**config.mk**
```make
export PLATFORM = sky130hd
export DESIGN_NAME = imem_fetch_ctrl
export DESIGN_NICKNAME = d
export VERILOG_FILES = /design/src/rtl/imem_fetch_ctrl_pkg.sv /design/src/rtl/imem_fetch_ctrl.sv
export SDC_FILE = /design/constraint.sdc
export NUM_CORES = 1
export LEC_CHECK = 0
export CAP_MARGIN = 20
export CORE_MARGIN = 2
export CORE_UTILIZATION = 35
export CTS_CLUSTER_SIZE = 25
export DETAILED_ROUTE_END_ITERATION = 10
export PLACE_DENSITY = 0.7
export SLEW_MARGIN = 0
export SYNTH_ARGS = -nofsm -noshare
export SYNTH_HDL_FRONTEND = slang
export SYNTH_SLANG_ARGS = --single-unit
```
**constraint.sdc**
```tcl
create_clock -name clk -period 2.03 [get_ports clk]
set_input_delay 0.406 -clock clk [delete_from_list [all_inputs] [get_ports clk]]
set_output_delay 0.406 -clock clk [all_outputs]
set_load 0.02 [all_outputs]
```
**src/rtl/imem_fetch_ctrl_pkg.sv**
```systemverilog
// Shared definitions for the instruction fetch controller.
package imem_fetch_ctrl_pkg;

    localparam int unsigned XLEN = 32;

    // ADDI x0, x0, 0
    localparam logic [XLEN-1:0] NOP_INSTR = 32'h0000_0013;

    typedef enum logic [1:0] {
        ST_BOOT = 2'd0,
        ST_RUN  = 2'd1,
        ST_HALT = 2'd2
    } fetch_state_e;

endpackage

```
**src/rtl/imem_fetch_ctrl.sv**
```systemverilog
// Fetch-stage controller: owns the PC, drives the instruction memory index and
// fills the IF/ID register; handles stall, redirect/flush and out-of-range halt.
module imem_fetch_ctrl
    import imem_fetch_ctrl_pkg::*;
#(
    parameter int unsigned     DEPTH    = 256,
    parameter logic [XLEN-1:0] RESET_PC = 32'd0
) (
    input  logic            clk,
    input  logic            rst_n,
    input  logic            stall_i,
    input  logic            redirect_i,
    input  logic [XLEN-1:0] redirect_pc_i,
    output logic [XLEN-1:0] imem_addr_o,
    input  logic [XLEN-1:0] imem_rdata_i,
    output logic [XLEN-1:0] if_id_instr_o,
    output logic [XLEN-1:0] if_id_pc_o,
    output logic            if_id_valid_o,
    output logic            fetch_fault_o,
    output logic [XLEN-1:0] fetch_count_o
);

    fetch_state_e    state;
    logic [XLEN-1:0] pc;
    logic            pc_out_of_range;

    // Memory index is the PC register itself; read data returns in the same cycle.
    assign imem_addr_o     = pc;
    assign pc_out_of_range = (pc >= XLEN'(DEPTH));

    // Fetch sequencing: redirect > range fault > stall > normal capture.
    always_ff @(posedge clk or negedge rst_n) begin
        if (!rst_n) begin
            state         <= ST_BOOT;
            pc            <= RESET_PC;
            if_id_instr_o <= NOP_INSTR;
            if_id_pc_o    <= '0;
            if_id_valid_o <= 1'b0;
            fetch_fault_o <= 1'b0;
            fetch_count_o <= '0;
        end else begin
            case (state)
                ST_BOOT: begin
                    state <= ST_RUN;
                end
                ST_RUN: begin
                    if (redirect_i) begin
                        pc            <= redirect_pc_i;
                        if_id_instr_o <= NOP_INSTR;
                        if_id_valid_o <= 1'b0;
                    end else if (pc_out_of_range) begin
                        state         <= ST_HALT;
                        fetch_fault_o <= 1'b1;
                        if_id_valid_o <= 1'b0;
                    end else if (!stall_i) begin
                        if_id_instr_o <= imem_rdata_i;
                        if_id_pc_o    <= pc;
                        if_id_valid_o <= 1'b1;
                        pc            <= pc + XLEN'(1);
                        fetch_count_o <= fetch_count_o + XLEN'(1);
                    end
                end
                ST_HALT: begin
                    if_id_valid_o <= 1'b0;
                    if (redirect_i) begin
                        state         <= ST_RUN;
                        pc            <= redirect_pc_i;
                        if_id_instr_o <= NOP_INSTR;
                    end
                end
                default: begin
                    state <= ST_BOOT;
                end
            endcase
        end
    end

endmodule

```
Word level (Yosys, flattened, before mapping)
Cells that the tools add are included.
Widths: inputs -> output; s select.
{ "totals": {"out_inout_bits": 130, "ff_bits": 132, "input_bits": 68} }
{ "op_classes": {"n_eq_ne": 8, "n_mux": 18, "n_addsub": 2, "reduce_logical": 7, "bitwise_logic": 3, "n_lt_le_gt_ge": 1} }
{ "ops": {"columns": ["op", "n"], "rows": [
  ["$mux 32", 8],
  ["$pmux 32 s2", 2],
  ["$add 32x1->32 const B", 2],
  ["$ge 32x9->1 const B", 1],
  ["$reduce_and 4->1", 2],
  ["$mux 2", 3],
  ["$ne 2x2->1 const B", 3],
  ["$ne 3x3->1 const B", 2],
  ["$pmux 2 s3", 1],
  ["$reduce_and 3->1", 2],
  ["$ne 4x4->1 const B", 1],
  ["$mux 1", 3],
  ["$not 1->1", 3],
  ["$eq 2x1->1 const B", 1],
  ["$eq 2x2->1 const B", 1],
  ["$logic_not 2->1", 1],
  ["$pmux 1 s2", 1],
  ["$reduce_and 2->1", 1],
  ["$reduce_bool 2->1", 1]
]} }

Logic depth before layout (Yosys ltp)
{ "logic_depth": {"word_depth": 5, "ltp_mapped": 9} }

Worst setup path after synthesis
OpenSTA, ideal clock, no wires.
{ "synth_path": {"path_kind": "register -> register", "startpoint": "register state[1]", "endpoint": "register if_id_pc_o[2]", "setup_time_ns": 0.125, "arrival_time_ns": 2.037, "period_less_slack_ns": 2.162, "setup_slack_ns": -0.132, "stages_incl_launch_ff": 8, "n_path_buf": 2, "path_cell_list": "dfrtp_1 inv_1 ha_1 clkbuf_1 or2b_2 nor4_4 buf_2 mux2_2"} }
{ "synth_via": {"elab_chain_cells": 2} }
{ "synth_rtl": {"columns": ["item", "line_no", "text"], "rows": [
  ["from (decl)", "imem_fetch_ctrl.sv:23", "fetch_state_e state;"],
  ["from (signal assigned)", "imem_fetch_ctrl.sv:34", "state <= ST_BOOT;"],
  ["from (signal assigned)", "imem_fetch_ctrl.sv:44", "state <= ST_RUN;"],
  ["from (signal assigned)", "imem_fetch_ctrl.sv:52", "state <= ST_HALT;"],
  ["$eq 2x1->1", "imem_fetch_ctrl.sv:42", "case (state)"],
  ["$reduce_and 4->1 (no source line)", null, null],
  ["to (signal assigned)", "imem_fetch_ctrl.sv:57", "if_id_pc_o <= pc;"],
  ["to (decl)", "imem_fetch_ctrl.sv:17", "output logic [XLEN-1:0] if_id_pc_o,"]
]} }
No other way between the ends.
A chain may end at the register's enable or synchronous reset.

Final worst setup path
{ "layout_path": {"startpoint": "register pc[14] (netlist: imem_addr_o[14])", "endpoint": "register pc[8] (netlist: imem_addr_o[8])"} }
{ "layout_via": {"elab_chain_cells": 3} }
{ "layout_rtl": {"columns": ["item", "line_no", "text"], "rows": [
  ["from (decl)", "imem_fetch_ctrl.sv:24", "logic [XLEN-1:0] pc;"],
  ["from (signal assigned)", "imem_fetch_ctrl.sv:48", "pc <= redirect_pc_i;"],
  ["from (signal assigned)", "imem_fetch_ctrl.sv:59", "pc <= pc + XLEN'(1);"],
  ["from (signal assigned)", "imem_fetch_ctrl.sv:67", "pc <= redirect_pc_i;"],
  ["$ge 32x9->1", "imem_fetch_ctrl.sv:29", "assign pc_out_of_range = (pc >= XLEN'(DEPTH));"],
  ["$ne 3x3->1 (no source line)", null, null],
  ["$reduce_and 4->1 (no source line)", null, null]
]} }
No other way between the ends.

==> out/metrics.csv <==
stage,metric,value,unit
status,run_status,finished with violations,
status,violations,setup timing,
synthesis,synth_top_area_share,57.4,%
placement,placed_area,8390,um^2
power_and_ir_drop,p_per_area,1050,nW/um^2
power_and_ir_drop,power,9.82,mW
sta,hold_viol,0,
floorplanning,fp.dieW,131,um
synthesis,synth.distinct_cells,47,
setup_path,worstPathRequired,2.32,ns
synthesis,synth_edf_count,0,
clocking,h-tree-depth,4,
floorplanning,die_area,17100,um^2
detailed_routing,wl,16600,um
grt,grt_pass1_wl,25600,um
power_and_ir_drop,power_frac_comb,32.9,%
detailed_routing,vias_per_cell,4.97,
sta,drv_slew,0,
sta,fmax,474,MHz
clocking,cts_buffer_depth,2,
synthesis,synth_top_cells_by_count,"129 x dfrtp_1, 60 x nand2_1, 35 x a22o_1",
setup_path,crit_family,buffers and inverters,
sta,setup_viol,69,
floorplanning,io_pins,198,
floorplanning,fp-row-count,46,
power_and_ir_drop,leakagePower,4.24,nW
setup_path,worst-path-max-fanout,5,
synthesis,syn_area_per_cell,11.5,um^2
clocking,cts.sinks,132,
setup_path,crit_type,flip-flop to flip-flop,
hold_path,hold_path_class,flip-flop to flip-flop,
sta,slew_headroom,71.0,%
finish,n_fill_cell,1291,
placement,gp_congestion,0.840,
detailed_routing,drt-initial-drc-count,340,
placement,dp_slack,-0.187,ns
clocking,cts_tree,yes,
sta,fin_crit,2.11,ns
placement,portBuffers,197,
finish,num-nets-final,835,
setup_path,path_cells,nor4_4 > nand4_4 > buf_4 > buf_6 > o41ai_4 > buf_4 > buf_4 > o2bb2a_1,
power_and_ir_drop,seqPwrFrac,34.1,%
setup_path,max_stage_delay,0.42,ns
sta,worstMarginPinSlew,0.435,ns
sta,finalCritPeriodShare,104,%
setup_path,path_common_cell,buf_4,
power_and_ir_drop,vdd_ir_drop_max,0.792,mV
placement,dp_hpwl,11600,um
synthesis,syn_inst,489,
grt,antenna_found_initial,0,
clocking,numCtsBuffers,17,
synthesis,yosysTopAreaCell,dfrtp_1,
grt,grt_pass1_vias,5007,
synthesis,synth_nets,563,
power_and_ir_drop,p_int,6.71,mW
synthesis,async_flop_share,100,%
setup_path,cp.arrival,2.40,ns
detailed_routing,ant_nets,0,
setup_path,cp-start-kind,flip-flop,
setup_path,cp_slowest_cell,dfrtp_2,
detailed_routing,drc_errors,0,
job,maxCapViolCount,0,
power_and_ir_drop,sw_frac_of_total,31.6,%
floorplanning,fp.dieH,131,um
sta,hold_slack,0.482,ns
clocking,cts.clk_slew.worst_paths,0.06,ns
synthesis,synth_flop_cell,dfrtp_1,
finish,n_antenna_cell,0,
synthesis,synth.most_common_cell,dfrtp_1,
finish,final_area,9390,um^2
power_and_ir_drop,power_switching,3.11,mW
grt,grt.overflow.total,0,
finish,utilization,59.5,%
finish,syn2layout_area_growth,67.0,%
grt,grt_max_degree,43,
clocking,clk_latency,0.41,ns
synthesis,ys_ff_latch,132,
synthesis,ys_warn_count,0,
setup_path,cp-end-kind,flip-flop,
synthesis,ys_seq_area_share,58.8,%
finish,drive_gt1_share,22.3,%
grt,grt_use_total,19.5,%
detailed_routing,vias,4913,
power_and_ir_drop,clock_power_share,32.9,%
synthesis,synthTopCellsByArea,"dfrtp_1 57%, a22o_1 5.5%, nand2_1 4.0%",
synthesis,syn-cell-area,5620,um^2
sta,rsz0062_at_grt,yes,
sta,setup_ws,-0.0798,ns
setup_path,worst-path-buf-inv,4,
sta,finClkSkew,0.00655,ns
floorplanning,initial_core_util,35.6,%
clocking,cts-root-buf,clkbuf_16,
detailed_routing,wl_per_cell,16.8,um
floorplanning,core,15800,um^2
detailed_routing,firstDrtPassIters,4,
## state kept, by name (all words and copies together), names as in the netlist
register,flops
if_id_valid_o,1
fetch_fault_o,1
imem_addr_o,32
if_id_instr_o,32
if_id_pc_o,32
fetch_count_o,32
state,2
## per-stage QoR
step	cells	TNS, ns
floorplan	489	-0.574
global placement	944	-4.85
detailed placement	944	-9.25
CTS	987	-3.98
global route	989	-10.29
finish	989	-2.45
## timing repair
action                     in CTS  in global routing
resized for setup              18                 46
hold endpoints to repair       37                  0
setup endpoints to repair     106                120
hold buffers                    1                  0
pin swaps                       5                 17
buffers inserted                7                  3
gates cloned                    4                  2
## final timing paths
path	from	to	slack [ns]	cells past startpoint
worst max register to register	imem_addr_o[14]	imem_addr_o[8]	-0.08	8
worst min register to register	fetch_count_o[31]	fetch_count_o[31]	0.48	1
worst max-delay path	imem_addr_o[14]	imem_addr_o[8]	-0.08	8
min in group asynchronous	rst_n	fetch_count_o[9]	0.50	2
max in group asynchronous	rst_n	fetch_count_o[25]	0.88	3
worst min-delay path	fetch_count_o[31]	fetch_count_o[31]	0.48	1
## cells by family (layout without fill, tap and decap cells)
family / Yosys count / count (layout) / share of synthesized area (%)
XOR/XNOR: 31 / 31 / 4.83
AO/OA/AOI/OAI: 75 / 75 / 10.2
multiplexers: 9 / 9 / 1.80
flip-flops: 132 / 132 / 58.8
AND/OR/NAND/NOR: 204 / 204 / 20.6
buffers and inverters: 32 / 316 / 2.34
adder cells (fa/ha/maj): 6 / 6 / 1.34
## power groups by stage
stage | Combinational [mW] | Sequential (mW) | Clock [mW]
after floorplan | 0.964 | 3.77 | 0
after global placement | 3.05 | 3.35 | 0
after detailed placement | 3.12 | 3.37 | 0
after CTS | 3.20 | 3.34 | 3.28
after global routing | 3.49 | 3.40 | 3.40
final | 3.23 | 3.35 | 3.23
## cell type report
| class | count | area (um^2) | area share [%] |
|---|---|---|---|
| flip-flops and latches | 132 | 3320 | 35.3 |
| repair buffers | 278 | 2750 | 29.3 |
| multi-input cells | 325 | 2390 | 25.5 |
| clock buffers | 23 | 508 | 5.41 |
| well taps | 216 | 270 | 2.88 |
| clock inverters | 8 | 121 | 1.29 |
| inverters | 7 | 26.3 | 0.280 |
## layout by cell type, fill, tap and decap left out, types with 3 or more instances in the layout
cell,synthesis,routed
o22ai_1,3,3
dfstp_2,3,3
and2_1,4,4
xnor2_1,24,23
clkbuf_8,0,6
nand4_1,23,23
mux2_4,0,9
bufinv_16,0,3
nor2_1,25,23
inv_1,7,7
buf_4,0,60
buf_6,0,9
buf_8,0,5
a31oi_1,3,3
o21ai_0,10,5
and3_1,12,12
a22oi_1,3,3
buf_12,0,5
nand2_2,0,4
clkdlybuf4s50_1,0,195
nor3_1,5,3
xor2_1,7,7
dfrtp_2,0,9
clkinv_2,0,3
clkbuf_16,0,19
nor4_4,5,8
o21ai_1,3,7
a21oi_1,6,5
ha_1,6,6
dfrtp_1,129,120
a22o_1,35,35
nor2b_1,26,20
nand3_1,24,22
o22a_1,3,3
nand2_1,60,54
nor2b_4,0,4
## routing by layer
metal  wire length [um]  track usage, %
met5                  0               0
met4                263            5.76
met3                977            5.94
met2               8230            33.0
met1               7130            24.4
No activity file was read; power rests on OpenSTA's default activity.
